--- config.mk ---
export PLATFORM = sky130hd
export DESIGN_NAME = mem_access_ctrl
export DESIGN_NICKNAME = d
export VERILOG_FILES = /design/src/rtl/mem_access_ctrl.sv
export SDC_FILE = /design/constraint.sdc
export NUM_CORES = 1
export LEC_CHECK = 0
export CORE_MARGIN = 8
export CORE_UTILIZATION = 56
export DETAILED_ROUTE_END_ITERATION = 12
export PLACE_DENSITY = 0.95
export SETUP_SLACK_MARGIN = 0.02
export SYNTH_ARGS = -nofsm -noshare
export SYNTH_HDL_FRONTEND = slang
export SYNTH_SLANG_ARGS = --single-unit
--- constraint.sdc ---
create_clock -name clk -period 13.5 [get_ports clk]
set_input_delay 2.025 -clock clk [delete_from_list [all_inputs] [get_ports clk]]
set_output_delay 2.025 -clock clk [all_outputs]
set_load 0.02 [all_outputs]
--- src/rtl/mem_access_ctrl.sv ---
// Memory-access controller: validates one load/store, runs the MOV/MOC handshake with the
// asynchronous RAM, splits doublewords into two word accesses and extends byte/half loads.
module mem_access_ctrl #(
    parameter int MEM_BYTES = 512,
    parameter int TIMEOUT   = 64
) (
    input  logic        clk,
    input  logic        reset,
    input  logic        req,
    input  logic        rw,
    input  logic [1:0]  size,
    input  logic        sign_ext,
    input  logic [31:0] addr,
    input  logic [63:0] wdata,
    output logic        busy,
    output logic        done,
    output logic        err,
    output logic [1:0]  err_code,
    output logic [63:0] rdata,
    output logic        mem_mov,
    output logic        mem_rw,
    output logic [31:0] mem_addr,
    output logic [31:0] mem_din,
    output logic [1:0]  mem_type,
    input  logic        mem_moc,
    input  logic [31:0] mem_dout
);

    // state   | meaning
    // IDLE    | waiting for req; request fields and check result captured here
    // SETUP   | RAM address/data/type stable, MOV low; a failed check exits to DONE
    // REQ     | MOV high, waiting for synchronized MOC to rise
    // RELEASE | MOV low, waiting for synchronized MOC to fall
    // DONE    | one-cycle done pulse
    typedef enum logic [2:0] {IDLE, SETUP, REQ, RELEASE, DONE} state_t;

    localparam int CW = (TIMEOUT > 2) ? $clog2(TIMEOUT) : 1;
    localparam logic [CW-1:0] CNT_LOAD = CW'(TIMEOUT - 1);

    state_t        state_q, state_d;
    logic          rw_q, sext_q, second_q, second_d;
    logic [1:0]    size_q, chk_q, chk;
    logic [31:0]   addr_q, wlo_q;
    logic [CW-1:0] cnt_q, cnt_d;
    logic          moc_meta, moc_s;
    logic [63:0]   rd_buf_q, rd_buf_d;
    logic [3:0]    nbytes;
    logic [32:0]   end_addr;

    logic          busy_d, done_d, err_d, mem_mov_d, mem_rw_d;
    logic [1:0]    err_code_d, mem_type_d;
    logic [63:0]   rdata_d;
    logic [31:0]   mem_addr_d, mem_din_d;

    function automatic logic [31:0] extend(input logic [1:0] sz, input logic sx,
                                           input logic [31:0] d);
        logic [31:0] r;
        case (sz)
            2'b00:   r = sx ? {{24{d[7]}}, d[7:0]}   : {24'b0, d[7:0]};
            2'b01:   r = sx ? {{16{d[15]}}, d[15:0]} : {16'b0, d[15:0]};
            default: r = d;
        endcase
        return r;
    endfunction

    // Alignment outranks range so a misaligned access near the top reports 01.
    always_comb begin
        case (size)
            2'b00:   nbytes = 4'd1;
            2'b01:   nbytes = 4'd2;
            2'b10:   nbytes = 4'd4;
            default: nbytes = 4'd8;
        endcase
        end_addr = {1'b0, addr} + {29'b0, nbytes};
        chk = 2'b00;
        if ((size == 2'b01 && addr[0]) ||
            (size == 2'b10 && addr[1:0] != 2'b00) ||
            (size == 2'b11 && addr[2:0] != 3'b000))
            chk = 2'b01;
        else if (end_addr > 33'(MEM_BYTES))
            chk = 2'b10;
    end

    always_comb begin
        state_d    = state_q;
        second_d   = second_q;
        cnt_d      = cnt_q;
        rd_buf_d   = rd_buf_q;
        done_d     = 1'b0;
        err_d      = 1'b0;
        err_code_d = 2'b00;
        rdata_d    = rdata;
        mem_mov_d  = mem_mov;
        mem_rw_d   = mem_rw;
        mem_addr_d = mem_addr;
        mem_din_d  = mem_din;
        mem_type_d = mem_type;
        case (state_q)
            IDLE: begin
                if (req) begin
                    state_d  = SETUP;
                    second_d = 1'b0;
                    if (chk == 2'b00) begin
                        mem_addr_d = addr;
                        mem_rw_d   = rw;
                        mem_type_d = (size == 2'b11) ? 2'b10 : size;
                        mem_din_d  = (size == 2'b11) ? wdata[63:32] : wdata[31:0];
                    end
                end
            end
            SETUP: begin
                if (chk_q != 2'b00) begin
                    state_d    = DONE;
                    done_d     = 1'b1;
                    err_d      = 1'b1;
                    err_code_d = chk_q;
                end else begin
                    state_d   = REQ;
                    mem_mov_d = 1'b1;
                    cnt_d     = CNT_LOAD;
                end
            end
            REQ: begin
                if (moc_s) begin
                    state_d   = RELEASE;
                    mem_mov_d = 1'b0;
                    cnt_d     = CNT_LOAD;
                    if (rw_q) begin
                        if (size_q != 2'b11)
                            rd_buf_d = {32'b0, extend(size_q, sext_q, mem_dout)};
                        else if (second_q)
                            rd_buf_d[31:0] = mem_dout;
                        else
                            rd_buf_d[63:32] = mem_dout;
                    end
                end else if (cnt_q == '0) begin
                    state_d    = DONE;
                    mem_mov_d  = 1'b0;
                    done_d     = 1'b1;
                    err_d      = 1'b1;
                    err_code_d = 2'b11;
                end else begin
                    cnt_d = cnt_q - CW'(1);
                end
            end
            RELEASE: begin
                if (!moc_s) begin
                    if (size_q == 2'b11 && !second_q) begin
                        state_d    = SETUP;
                        second_d   = 1'b1;
                        mem_addr_d = addr_q + 32'd4;
                        mem_din_d  = wlo_q;
                    end else begin
                        state_d = DONE;
                        done_d  = 1'b1;
                        if (rw_q)
                            rdata_d = rd_buf_q;
                    end
                end else if (cnt_q == '0) begin
                    state_d    = DONE;
                    done_d     = 1'b1;
                    err_d      = 1'b1;
                    err_code_d = 2'b11;
                end else begin
                    cnt_d = cnt_q - CW'(1);
                end
            end
            DONE:    state_d = IDLE;
            default: state_d = IDLE;
        endcase
        busy_d = (state_d != IDLE);
    end

    always_ff @(posedge clk or posedge reset) begin
        if (reset) begin
            state_q  <= IDLE;
            second_q <= 1'b0;
            cnt_q    <= '0;
            rd_buf_q <= '0;
            moc_meta <= 1'b0;
            moc_s    <= 1'b0;
            rw_q     <= 1'b1;
            sext_q   <= 1'b0;
            size_q   <= 2'b00;
            chk_q    <= 2'b00;
            addr_q   <= '0;
            wlo_q    <= '0;
            busy     <= 1'b0;
            done     <= 1'b0;
            err      <= 1'b0;
            err_code <= 2'b00;
            rdata    <= '0;
            mem_mov  <= 1'b0;
            mem_rw   <= 1'b1;
            mem_addr <= '0;
            mem_din  <= '0;
            mem_type <= 2'b00;
        end else begin
            state_q  <= state_d;
            second_q <= second_d;
            cnt_q    <= cnt_d;
            rd_buf_q <= rd_buf_d;
            moc_meta <= mem_moc;
            moc_s    <= moc_meta;
            if (state_q == IDLE && req) begin
                rw_q   <= rw;
                sext_q <= sign_ext;
                size_q <= size;
                chk_q  <= chk;
                addr_q <= addr;
                wlo_q  <= wdata[31:0];
            end
            busy     <= busy_d;
            done     <= done_d;
            err      <= err_d;
            err_code <= err_code_d;
            rdata    <= rdata_d;
            mem_mov  <= mem_mov_d;
            mem_rw   <= mem_rw_d;
            mem_addr <= mem_addr_d;
            mem_din  <= mem_din_d;
            mem_type <= mem_type_d;
        end
    end

endmodule
==> impl_metrics.yaml <==
outcome:
  status: "finished, final reports clean"
worst_setup_path:
  cp-start-kind: "primary input"
  cp_data_arrival_time_ns: 6.62
  timing.critical_path.buf_inv: 2
  r2r_cells: 7
  cp_top_family: "buffers and inverters"
  crit_type: "primary input to flip-flop"
  cp_max_fo: 42
  r2r-end: "mem_din[31]$_DFFE_PP0P_"
  crit_chain: "clkdlybuf4s50_1, nor2_1, ha_1, fa_1, nand3_1, nand2_1, xor2_1, a2111oi_0, a31oi_1, nor4_2, nand4_1, a21oi_4, buf_4, mux2_1"
  r2r-start: "size_q[0]$_DFFE_PP0P_"
  slowest_delay_ns: 0.60
  end_kind: "flip-flop"
  crit_required_ns: 13.92
  r2r_slack_ns: 9.34
  critPathSlowestCell: "clkdlybuf4s50_1"
clock_tree:
  root_buffer: "clkbuf_16"
  clkSlewWorstSetupHoldPaths_ns: 0.07
  h-tree-depth: 1
  clk_latency_ns: 0.55
  cts_hold_buffers: 0
  clockBufferDepth: 3
  cts_tree: "built"
  ctsResizeCount: 0
  cts_sinks: 283
  cts-buffers-inserted: 29
  postCtsSetupBuffers: 0
die:
  rows: 55
  start_util_pct: 57.2
  core_area_mm2: 0.0227
  die_w_um: 168
  io_pins: 273
  die_area_mm2: 0.0283
  die_h_um: 168
power_and_ir_drop:
  p_per_area_mw_per_mm2: 210
  vdd_drop_max_mv: 0.141
  p_leak_nw: 7.34
  clkPwrFrac_pct: 23.4
  power_frac_comb_pct: 35.6
  internal-power_mw: 2.33
  total_power_mw: 3.56
  p_seq_share_pct: 41.0
  p_sw_mw: 1.23
  netSwitchingFraction_pct: 34.5
sta:
  setup_tns_ns: 0
  slew_headroom_pct: 18.9
  setup_slack_ns: 7.30
  fin_crit_ns: 6.20
  period_share_pct: 45.9
  fmaxAchievable_mhz: 161
  setup_violations: 0
  hold_ws_ns: 0.360
  rsz0062_at_grt: "no"
  hold_viol: 0
  finalMaxSlewViolations: 0
  tightest_slew_ns: 1.21
  fin_skew_ns: 0.00940
drt:
  drt_first_pass_iters: 5
  num_vias: 10100
  via_per_inst: 5.93
  wl_per_cell_um: 21.5
  wl_um: 36600
  postRouteAntennaNets: 0
  drc: 0
  first_iter_violations: 900
synth:
  ys_seq_area_share_pct: 54.5
  yosysWarnings: 0
  synthCells: 1143
  synth-edff-count: 0
  syn_avg_cell_area_um2: 11.4
  syn_nets: 1286
  synth_area_mm2: 0.0130
  synth_cell_types: 55
  ys_ff_latch: 283
  async_flop_share_pct: 100
  synthFlopType: "dfrtp_1"
min_path:
  whs_path_depth: 0
  hp-start: "moc_meta$_DFF_PP0_"
  hp-class: "flip-flop to flip-flop"
  holdPathEnd: "moc_s$_DFF_PP0_"
global_routing:
  grt_pass1_wl_um: 58900
  grt_use_total_pct: 25.6
  grt_max_degree: 136
  grt_remaining_overflow: 0
  antenna_found_initial: 1
  grt_pass1_vias: 11000
job:
  cap_violations: 0
placement:
  gp_congestion: 0.890
  hpwl_um: 25100
  io_buffer_count: 272
  dp_slack_ns: 6.80
  place_area_mm2: 0.0159
cells_and_area:
  area_growth_pct: 30.2
  drive_gt1_share_pct: 16.1
  nNetsFinal: 1534
  stdcell_area_mm2: 0.0169
worst reg2reg max path, stage by stage, from the launching register on:
cell     delay, ns
dfrtp_1       0.68
and2_1        0.73
nand2_1       0.65
nor3_1        0.33
nor2_1        0.14
a21oi_4       0.49
buf_4         0.59
mux2_1        0.43
worst max-delay path by stage:
| stage | start | end | slack (ns) | cells past startpoint |
|---|---|---|---|---|
| after floorplan | reset | addr_q[0]$_DFFE_PP0P_ | 3.67 | 1 |
| after global placement | size[1] | mem_addr[6]$_DFFE_PP0P_ | 6.96 | 14 |
| after detailed placement | size[0] | mem_din[11]$_DFFE_PP0P_ | 6.80 | 14 |
| after CTS | size[0] | mem_din[31]$_DFFE_PP0P_ | 7.35 | 14 |
| after global routing | size[0] | mem_din[31]$_DFFE_PP0P_ | 7.02 | 14 |
| final | size[0] | mem_din[31]$_DFFE_PP0P_ | 7.30 | 14 |
Yosys cell counts (all sizes together) (4+ instances only):
| library cell | instances | area share (%) |
|---|---|---|
| dfrtp | 281 | 54 |
| mux2 | 187 | 16 |
| nor2 | 83 | 2.4 |
| nand2 | 82 | 2.4 |
| a21oi | 78 | 3.1 |
| o21ai | 71 | 2.7 |
| clkbuf | 58 | 1.7 |
| inv | 39 | 1.1 |
| mux2i | 36 | 2.8 |
| xor2 | 27 | 1.8 |
| or4 | 22 | 1.3 |
| nand3 | 19 | 0.77 |
| a22o | 16 | 1.1 |
| and3 | 15 | 0.72 |
| nand4 | 15 | 0.72 |
| nor3 | 12 | 0.46 |
| a31oi | 9 | 0.43 |
| xnor2 | 9 | 0.61 |
| buf | 8 | 0.46 |
| and4 | 7 | 0.47 |
| and2 | 6 | 0.29 |
| ha | 6 | 0.58 |
| nor2b | 6 | 0.29 |
| a21o | 5 | 0.29 |
| nor3b | 5 | 0.29 |
| a311oi | 4 | 0.27 |
| nor4 | 4 | 0.36 |
cells in the final DEF, fill, tap and decap left out, types with 9 or more instances in the layout:
master	n
dfrtp_1	281
mux2_1	38
nand3_1	18
buf_4	11
nor3_1	12
mux2i_1	36
nand2_1	79
clkdlybuf4s50_1	272
o21ai_0	69
clkbuf_16	29
nand4_1	15
a31oi_1	9
nor2_1	82
or4_1	22
xnor2_1	9
a21oi_1	77
mux2_2	149
a22o_1	16
xor2_1	27
and3_1	15
inv_1	38
through the flow:
| step | utilization (%) | std cells |
|---|---|---|
| 2_1_floorplan | - | 1143 |
| 3_3_place_gp | 70.0 | 1645 |
| 3_5_place_dp | 70.0 | 1645 |
| 4_1_cts | 74.5 | 1699 |
| 5_1_grt | 74.5 | 1700 |
| 6_report | 74.5 | 1700 |
power groups by stage:
stage	Combinational, mW	Sequential (mW)	Clock (mW)
finish	1.27	1.46	0.831
global route	1.36	1.50	0.879
CTS	1.28	1.45	0.845
detailed placement	1.26	1.46	0
global placement	1.21	1.43	0
floorplan	0.585	1.57	0
cell families after synthesis:
kind of cell    Yosys count  synth area share, %
compound gates          204                 9.21
simple gates            285                 10.9
buf+inv                 105                 3.26
xor+xnor                 36                 2.43
fa+ha+maj                 7                0.732
flops                   283                 54.5
mux                     223                 19.0
final cells by class:
cell class | instances | area (um^2)
Sequential cell | 283 | 7080
Fill cell | 1404 | 5790
Multi-Input combinational cell | 755 | 5510
Timing Repair Buffer | 283 | 2810
Clock buffer | 39 | 833
Tap cell | 285 | 357
Clock inverter | 15 | 174
Inverter | 39 | 154
Antenna cell | 1 | 2.50
routing by layer:
layer | track usage (%) | vias up | share of wire (%)
met2 | 43.7 | 446 | 49
li1 | - | 4547 | -
met3 | 6.74 | 78 | 9.3
met5 | 0 | - | 0
met1 | 31.5 | 5012 | 39
met4 | 7.65 | 0 | 2.9
registers in the layout (all words and copies together) (netlist names), 2 cells and up:
name      cells
chk_q         2
rd_buf_q     64
cnt_q         6
state_q       3
mem_type      2
addr_q       32
err_code      2
size_q        2
rdata        64
wlo_q        32
mem_din      32
mem_addr     32
Power figures use the tool's default switching activity.
